File: src/rtl/icache_refill.sv
// Instruction cache line refill: fetches eight bus words for one 32-byte line
// and hands the assembled line to the fetch stage's cache write port.
module icache_refill #(
    parameter int PADDR_WIDTH = 32,
    parameter int VLEN        = 32
) (
    input  logic                   clock,
    input  logic                   reset_n,
    input  logic                   stall,
    input  logic                   req_valid,
    output logic                   req_ready,
    input  logic [VLEN-6:0]        req_vaddr,
    input  logic [PADDR_WIDTH-6:0] req_paddr,
    input  logic                   abort,
    output logic                   done,
    output logic                   error,
    output logic                   mem_req,
    output logic [PADDR_WIDTH-1:0] mem_addr,
    input  logic                   mem_ack,
    input  logic [31:0]            mem_rdata,
    input  logic                   mem_err,
    output logic [VLEN-1:5]        cache_port_addr,
    output logic [7:0][31:0]       cache_port_data,
    output logic                   cache_port_set
);

    typedef enum logic [1:0] {IDLE, FETCH, WRITE, DRAIN} state_e;

    state_e                 state_q, state_d;
    logic [2:0]             beat_q, beat_d;
    logic [PADDR_WIDTH-6:0] base_q, base_d;
    logic [VLEN-1:5]        vaddr_q, vaddr_d;
    logic [7:0][31:0]       data_q, data_d;
    logic                   err_q, err_d;

    always_comb begin
        state_d = state_q;
        beat_d  = beat_q;
        base_d  = base_q;
        vaddr_d = vaddr_q;
        data_d  = data_q;
        err_d   = 1'b0;
        case (state_q)
            IDLE: begin
                if (req_valid) begin
                    vaddr_d = req_vaddr;
                    base_d  = req_paddr;
                    beat_d  = 3'd0;
                    state_d = FETCH;
                end
            end
            FETCH: begin
                // An aborted beat still has to finish its bus handshake.
                if (abort) begin
                    state_d = mem_ack ? IDLE : DRAIN;
                end else if (mem_ack) begin
                    if (mem_err) begin
                        err_d   = 1'b1;
                        state_d = IDLE;
                    end else begin
                        data_d[beat_q] = mem_rdata;
                        beat_d         = beat_q + 3'd1;
                        if (beat_q == 3'd7) state_d = WRITE;
                    end
                end
            end
            WRITE: begin
                if (abort || !stall) state_d = IDLE;
            end
            DRAIN: begin
                if (mem_ack) state_d = IDLE;
            end
            default: state_d = IDLE;
        endcase
    end

    always_ff @(posedge clock or negedge reset_n) begin
        if (!reset_n) begin
            state_q <= IDLE;
            beat_q  <= '0;
            base_q  <= '0;
            vaddr_q <= '0;
            data_q  <= '0;
            err_q   <= 1'b0;
        end else begin
            state_q <= state_d;
            beat_q  <= beat_d;
            base_q  <= base_d;
            vaddr_q <= vaddr_d;
            data_q  <= data_d;
            err_q   <= err_d;
        end
    end

    assign req_ready       = (state_q == IDLE);
    assign mem_req         = (state_q == FETCH) || (state_q == DRAIN);
    assign mem_addr        = mem_req ? {base_q, beat_q, 2'b00} : '0;
    assign cache_port_set  = (state_q == WRITE) && !abort;
    assign done            = (state_q == WRITE) && !abort && !stall;
    assign error           = err_q;
    assign cache_port_addr = vaddr_q;
    assign cache_port_data = data_q;

endmodule

File: config.mk
export PLATFORM = sky130hd
export DESIGN_NAME = icache_refill
export DESIGN_NICKNAME = d
export VERILOG_FILES = /design/src/rtl/icache_refill.sv
export SDC_FILE = /design/constraint.sdc
export NUM_CORES = 1
export LEC_CHECK = 0
export ABC_AREA = 1
export BUFFER_PORTS_ARGS = -buffer_cell sky130_fd_sc_hd__clkbuf_2
export CAP_MARGIN = 25
export CORE_ASPECT_RATIO = 0.75
export CORE_MARGIN = 2
export CORE_UTILIZATION = 32
export CTS_CLUSTER_SIZE = 16
export DETAILED_ROUTE_END_ITERATION = 7
export GPL_TIMING_DRIVEN = 0
export PLACE_DENSITY = 0.54
export SLEW_MARGIN = 20
export SYNTH_ARGS = -nofsm -noshare
export SYNTH_HDL_FRONTEND = slang
export SYNTH_SLANG_ARGS = --single-unit
export TNS_END_PERCENT = 20
File: constraint.sdc
create_clock -name clock -period 2.1 [get_ports clock]
set_clock_uncertainty 0.2 [all_clocks]
set_input_delay 0.315 -clock clock [delete_from_list [all_inputs] [get_ports clock]]
set_output_delay 0.315 -clock clock [all_outputs]
set_load 0.05 [all_outputs]
==> results of run 1 <==
## area by class of cell
cell class	count	area share, %
Sequential cell	316	44.6
Multi-Input combinational cell	909	24.2
Timing Repair Buffer	453	16.2
Clock buffer	53	5.96
Buffer	121	3.92
Tap cell	520	3.67
Inverter	42	0.889
Clock inverter	12	0.593
## registers in the layout, indices dropped and copies added, names as in the netlist
| register | flops |
|---|---|
| cache_port_addr | 27 |
| base_q | 27 |
| cache_port_data | 256 |
| state_q | 2 |
| error | 1 |
| beat_q | 3 |
## logic make-up (layout without fill, tap and decap cells)
kind of cell    after synthesis  after routing
simple gates                844            844
flops                       316            316
buf+inv                     163            681
mux                          54             54
compound gates                7              7
fa+ha+maj                     2              2
other cells                   1              2
## worst max-delay path by stage
stage                                       from                                to  slack, ns  depth (start not counted)
after floorplan           state_q[0]$_DFFE_PN0P_             base_q[0]$_DFFE_PN0P_       0.04                          5
after global placement                   reset_n   cache_port_data[16]$_DFFE_PN0P_      -6.64                          1
after detailed placement   beat_q[0]$_DFFE_PN0P_   cache_port_data[46]$_DFFE_PN0P_      -0.58                          6
after CTS                  beat_q[1]$_DFFE_PN0P_  cache_port_data[153]$_DFFE_PN0P_      -0.21                          7
after global routing      state_q[0]$_DFFE_PN0P_  cache_port_data[126]$_DFFE_PN0P_      -0.06                         10
final                     state_q[0]$_DFFE_PN0P_                              done       0.02                          5
## report_power, final
part	total (mW)	internal [mW]	switching [mW]
clock network	6.24	3.63	2.61
registers	9.10	8.00	1.10
logic	13.5	3.21	10.3
## synth_stat cells, types with 2 or more instances
library cell / number
inv_1: 40
o21ai_0: 4
clkbuf_2: 30
inv_2: 2
buf_6: 5
nor2_1: 15
buf_4: 15
buf_2: 41
mux2_2: 54
a21boi_0: 2
clkbuf_1: 30
nand3_1: 264
nand2_1: 561
dfrtp_1: 316
ha_1: 2
## metrics by stage
stage / setup WS [ns] / utilization (%)
after floorplan: 0.0425 / -
after global placement: -6.64 / 39.0
after detailed placement: -0.577 / 39.2
after CTS: -0.208 / 44.3
after global routing: -0.0639 / 44.7
final: 0.0211 / 44.7
## critical path: stages, from the launching register on
cell and delay, ns:
dfrtp_1 0.35, buf_4 0.17, inv_2 0.08, nand3_1 0.09, nor2_1 0.15, clkbuf_8 0.20
## timing repair
action,in CTS,in global routing
gates resized for setup,60,68
buffers inserted,3,2
hold buffers,67,0
pin swaps,4,1
hold endpoints to repair,158,0
setup endpoints to repair,288,234
## per-layer routing
metal  wire length, microns  track usage (%)  share of wire, %  up-vias
met5                      0                0                 0        -
met4                   1000             5.92               2.1        0
met3                   3280             5.48               6.9       72
met2                  22200             36.1                47      374
met1                  21100             30.6                44     5661
li1                       -                -                 -     5396
==> metrics.md, run 1 <==
| Metric | Value |
|---|---|
| Initial core utilization | `32.5%` |
| Hold Crit Depth | `3` |
| Initial DRC Count | `859` |
| Largest net degree at the start of global routing | `88` |
| Layout cell share with drive strength beyond 1 | `32.2%` |
| Number of port buffers | `378` |
| Async SR Flop Fraction | `100%` |
| Final max-slew violation count | `0` |
| Data required, critical path | `1.58 ns` |
| Filler instances | `3864` |
| CP Capture Type | `primary output` |
| H-tree depth | `2` |
| Commonest non-fill, non-tap cell in the layout | `nand2_1` |
| Final total power | `28.8 mW` |
| Hold Slack | `0.0201 ns` |
| Pleak | `10.1 nW` |
| First-pass GRT wire length | `71.0 mm` |
| Initial antenna violation count | `1` |
| Hold Path End | `cache_port_data[116]$_DFFE_PN0P_` |
| Worst path arrival time | `1.56 ns` |
| CP max FO | `10` |
| Fin crit share | `99.0%` |
| Clock tree buffer depth | `3` |
| Mux share of post-synthesis cell area | `4.72%` |
| Clk_lat worst skew | `0.52 ns` |
| Final Cell Area | `17700 sq um` |
| Post-Route WL | `47.5 mm` |
| RSZ-0062 raised after global routing | `yes` |
| Max Cap Violations | `0` |
| Final #Nets | `1974` |
| Dominant synthesized flop cell | `dfrtp_1` |
| Reg-to-reg slack, setup | `0.06 ns` |
| Die H | `178 microns` |
| FP Rows | `63` |
| DRT antenna net count | `0` |
| Ports | `413` |
| Post-synthesis average cell area | `9.30 sq um` |
| Die ar. | `41900 sq um` |
| Adder-cell share of the synthesized area | `0.194%` |
| Root Buffer | `clkbuf_16` |
| Area share of the leading cell type in the synthesized netlist | `61.3%` |
| TritonCTS clock tree | `built` |
| Largest family of logic cells by synthesized area | `simple AND/OR/NAND/NOR gates` |
| Number of buffers created by CTS | `36` |
| Pwr Density | `1630 nW/um^2` |
| Area of the multi-input gates | `4280 sq um` |
| DR vias/cell | `4.74` |
| GPL Wtd Cong | `0.811` |
| Ys Warns | `0` |
| Final setup TNS | `0 ns` |
| Compound-Gate Fraction of Synth Area | `0.310%` |
| Critical path class | `reg -> out` |
| Reg area | `7910 sq um` |
| FF+latch count, synth | `316` |
| FMAX | `481 MHz` |
| DRC viols | `0` |
| Finish-stage setup viols | `0` |
| Pin slew with the least headroom to its limit | `0.802 ns` |
| Synth cell types | `21` |
| DP Cell Count | `2289` |
| Final Hold Vio Count | `0` |
| Number of diodes | `0` |
| Commonest non-fill, non-tap cells in the layout | `nand2_1 (554), clkbuf_2 (377), dfrtp_1 (315)` |
| GRT Overall Usage | `22.5%` |
| Drt pass-1 iters | `5` |
| DP HPWL | `33.7 mm` |
| Worst-path clk slew | `0.06 ns` |
| Worst min path class | `in -> reg` |
| Mapped Area | `12900 sq um` |
| FF-to-FF Start | `state_q[0]$_DFFE_PN0P_` |
| Worst Hold Launch | `mem_rdata[20]` |
| Tmin final | `2.08 ns` |
| Outcome | `finished, final reports clean` |
| Synth area leader | `dfrtp_1` |
| Core region area | `39600 sq um` |
| Cells after synthesis | `1387` |
| Avg WL per Cell | `19.6 microns` |
| EDFF count, synth | `0` |
| Vias in the first global route | `11.1k` |
| Setup crit start kind | `register` |
| Die Width | `236 microns` |
| Slew HR | `46.5%` |
| Total grt overflow | `0` |
| Synth Area in Simple Gates | `27.3%` |
| Area grow syn2layout | `37.5%` |
| Post-Synth XOR/XNOR Area | `0%` |
| Peak VDD IR | `804 uV` |
| Clock sink count | `316` |
| Via Count | `11.5k` |
| Seq/Total Area, Yosys | `61.3%` |
| Placed inst area | `15500 sq um` |
| Finished Layout Cells | `2426` |
| Reg2Reg Depth | `10` |
| Synth area leaders | `dfrtp_1 (61%), nand2_1 (16%), nand3_1 (10%), mux2_2 (4.7%), buf_2 (1.6%)` |
| Worst R2R End | `cache_port_data[32]$_DFFE_PN0P_` |
Power figures use the tool's default switching activity.
==> inputs of run 2 (changes only) <==
BUFFER_PORTS_ARGS = -buffer_cell sky130_fd_sc_hd__buf_2   (was -buffer_cell sky130_fd_sc_hd__clkbuf_2)
CORE_UTILIZATION = 47   (was 32)
CTS_BUF_LIST = sky130_fd_sc_hd__clkbuf_8   (was default)
PLACE_DENSITY = 0.74   (was 0.54)
==> run 2 against run 1 <==
  * The run now ends with negative setup slack left
  * Worst hold slack better by 0.026 ns
  * Global-route usage is 9.0 points higher
  * Cell count is 5.2% lower
  * Routed wire length is 2.9% lower
  * Maximum frequency is 6.7% lower
  * Non-clock buffer count is 22 higher
  * Design area is 0.30% lower
  * Setup slack worse by 0.15 ns
  * Register-to-register slack worse by 0.19 ns
  * Combinational power is 3% higher
  * Power is 1.5% lower
  * Die area is 31% lower
  * Highest routed layer unchanged
==> metrics.md, run 2 (synthesized netlist as in run 1, its figures left out) <==
| Metric | Value |
|---|---|
| Failing checks | `negative setup slack` |
| Final Cell Area | `17700 sq um (-0.30%)` |
| Clock sink count | `316 (unchanged)` |
| FF-to-FF Start | `beat_q[1]$_DFFE_PN0P_` |
| Post-Route WL | `46.1 mm (-2.9%)` |
| Final core utilization | `65.5% (+21 points)` |
| Setup crit start kind | `register` |
| Pwr Density | `1610 nW/um^2 (-1.2%)` |
| Layout cell share with drive strength beyond 1 | `33.0% (+0.83 points)` |
| Final max-slew violation count | `0 (unchanged)` |
| Final #Nets | `2009 (+1.8%)` |
| Peak VDD IR | `1310 uV (+63%)` |
| Ports | `413 (unchanged)` |
| Initial DRC Count | `963 (+12%)` |
| Largest net degree at the start of global routing | `102 (+16%)` |
| Worst-path clk slew | `0.06 ns (about the same)` |
| First-pass GRT wire length | `69.4 mm (-2.3%)` |
| Final Hold Vio Count | `0 (unchanged)` |
| Total grt overflow | `0 (unchanged)` |
| TritonCTS clock tree | `built` |
| FMAX | `449 MHz (-6.7%)` |
| Final total power | `28.4 mW (-1.5%)` |
| Core region area | `27000 sq um (-32%)` |
| P_int | `14.3 mW (-3.5%)` |
| Die Width | `195 microns (-17%)` |
| Number of diodes | `0 (unchanged)` |
| DRC viols | `0 (unchanged)` |
| DP HPWL | `30.9 mm (-8.3%)` |
| GPL Wtd Cong | `0.856 (+5.5%)` |
| Drt pass-1 iters | `5 (unchanged)` |
| DRT antenna net count | `0 (unchanged)` |
| GRT Overall Usage | `31.5% (+9.0 points)` |
| RSZ-0062 raised after global routing | `yes` |
| Vias in the first global route | `12.0k (+7.9%)` |
| Commonest non-fill, non-tap cell in the layout | `nand2_1` |
| Avg WL per Cell | `20.1 microns (+2.4%)` |
| Clock tree buffer depth | `3 (unchanged)` |
| Tmin final | `2.23 ns (+0.148 ns)` |
| DP Cell Count | `2120 (-7.4%)` |
| Final setup TNS | `-5.75 ns (-5.75 ns)` |
| Die H | `147 microns (-17%)` |
| Number of buffers created by CTS | `49 (+36%)` |
| Area grow syn2layout | `37.1%` |
| Outcome | `finished with violations` |
| DR vias/cell | `5.29 (+11%)` |
| Critical path class | `reg -> reg` |
| Commonest non-fill, non-tap cells in the layout | `nand2_1 (552), buf_2 (381), dfrtp_1 (316)` |
| Number of port buffers | `378 (unchanged)` |
| CP Capture Type | `register` |
| Worst R2R End | `cache_port_data[149]$_DFFE_PN0P_` |
| Worst path arrival time | `2.49 ns (+0.93 ns)` |
| Placed inst area | `15300 sq um (-1.4%)` |
| Max Cap Violations | `0 (unchanged)` |
| Switching Share | `49.6% (+1.1 points)` |
| Reg-to-reg slack, setup | `-0.13 ns (-0.19 ns)` |
| Reg2Reg Depth | `7 (-3)` |
| Fin crit share | `106% (+7.1 points)` |
| Worst Setup Slack, final | `-0.127 ns (-0.148 ns)` |
| Pleak | `10.4 nW (+2.5%)` |
| Pin slew with the least headroom to its limit | `0.589 ns (-0.213 ns)` |
| Sw power | `14.1 mW (+0.66%)` |
| FP Rows | `52 (-17%)` |
| CP max FO | `10 (unchanged)` |
| Sequential share of power | `32.2% (+0.6 points)` |
| Worst min path class | `in -> async` |
| Via Count | `12.2k (+5.7%)` |
| Clock share of power | `18.9% (-2.7 points)` |
| H-tree depth | `2 (unchanged)` |
| Finish-stage setup viols | `93 (+93)` |
| Die ar. | `28800 sq um (-31%)` |
| Logic gate share of total power | `49.0% (+2.2 points)` |
| Finished Layout Cells | `2300 (-5.2%)` |
| Initial antenna violation count | `0 (-1)` |
| Place WS | `-0.655 ns (-0.0776 ns)` |
| Root Buffer | `clkbuf_8` |
| Slew HR | `60.6% (+14 points)` |
| Clk_lat worst skew | `0.58 ns (+0.06 ns)` |
| Max FFs per register | `256 (unchanged)` |
| Hold Slack | `0.0461 ns (+0.0261 ns)` |
| Data required, critical path | `2.36 ns (+0.78 ns)` |
| Initial core utilization | `47.8% (+15 points)` |
==> run 2: what timing repair did <==
item / 4_1_cts / 5_1_grt
hold buffers: 94 / 0
gates resized for setup: 66 / 72
hold endpoints to repair: 537 / 0
endpoints found under the setup margin: 281 / 254
buffers inserted: 0 / 0
pin swaps: 0 / 2
==> run 2: worst max-delay path by stage <==
stage,startpoint,slack (ns),to
final,beat_q[1]$_DFFE_PN0P_,-0.13,cache_port_data[149]$_DFFE_PN0P_
after global routing,beat_q[2]$_DFFE_PN0P_,-0.20,cache_port_data[93]$_DFFE_PN0P_
after detailed placement,beat_q[2]$_DFFE_PN0P_,-0.65,cache_port_data[25]$_DFFE_PN0P_
after CTS,beat_q[0]$_DFFE_PN0P_,-0.14,cache_port_data[250]$_DFFE_PN0P_
after floorplan,state_q[0]$_DFFE_PN0P_,0.04,base_q[0]$_DFFE_PN0P_
after global placement,reset_n,-5.45,cache_port_data[145]$_DFFE_PN0P_
==> run 2: power by group through the flow <==
stage          logic (mW)  registers, mW  clock network, mW
2_1_floorplan        3.89           14.7                  0
3_3_place_gp         12.7           9.05                  0
3_5_place_dp         12.9           9.11                  0
4_1_cts              13.4           9.05               5.40
5_1_grt              14.5           9.34               5.67
6_report             13.9           9.14               5.36
==> run 2: critical path: stages (launching register included) <==
cell	delay (ns)
dfrtp_1	0.43
inv_1	0.11
nand2_1	0.12
nor2_2	0.46
nand2_1	0.36
buf_2	0.29
nand2_1	0.09
nand2_1	0.06
==> run 2: per-layer routing <==
| layer | vias up | GRT usage, % | part of all wire (%) |
|---|---|---|---|
| met5 | - | 0 | 0 |
| met4 | 0 | 11.3 | 2.8 |
| met3 | 92 | 8.37 | 9.5 |
| met2 | 621 | 49.8 | 47 |
| met1 | 5995 | 42.4 | 41 |
| li1 | 5449 | - | - |
==> run 2: final cells by class <==
type,count,area [sq um]
Buffer,121,697
Timing Repair Buffer,475,3190
Inverter,42,158
Sequential cell,316,7910
Multi-Input combinational cell,909,4260
Clock inverter,18,83.8
Fill cell,2139,9330
Tap cell,351,439
Clock buffer,68,936
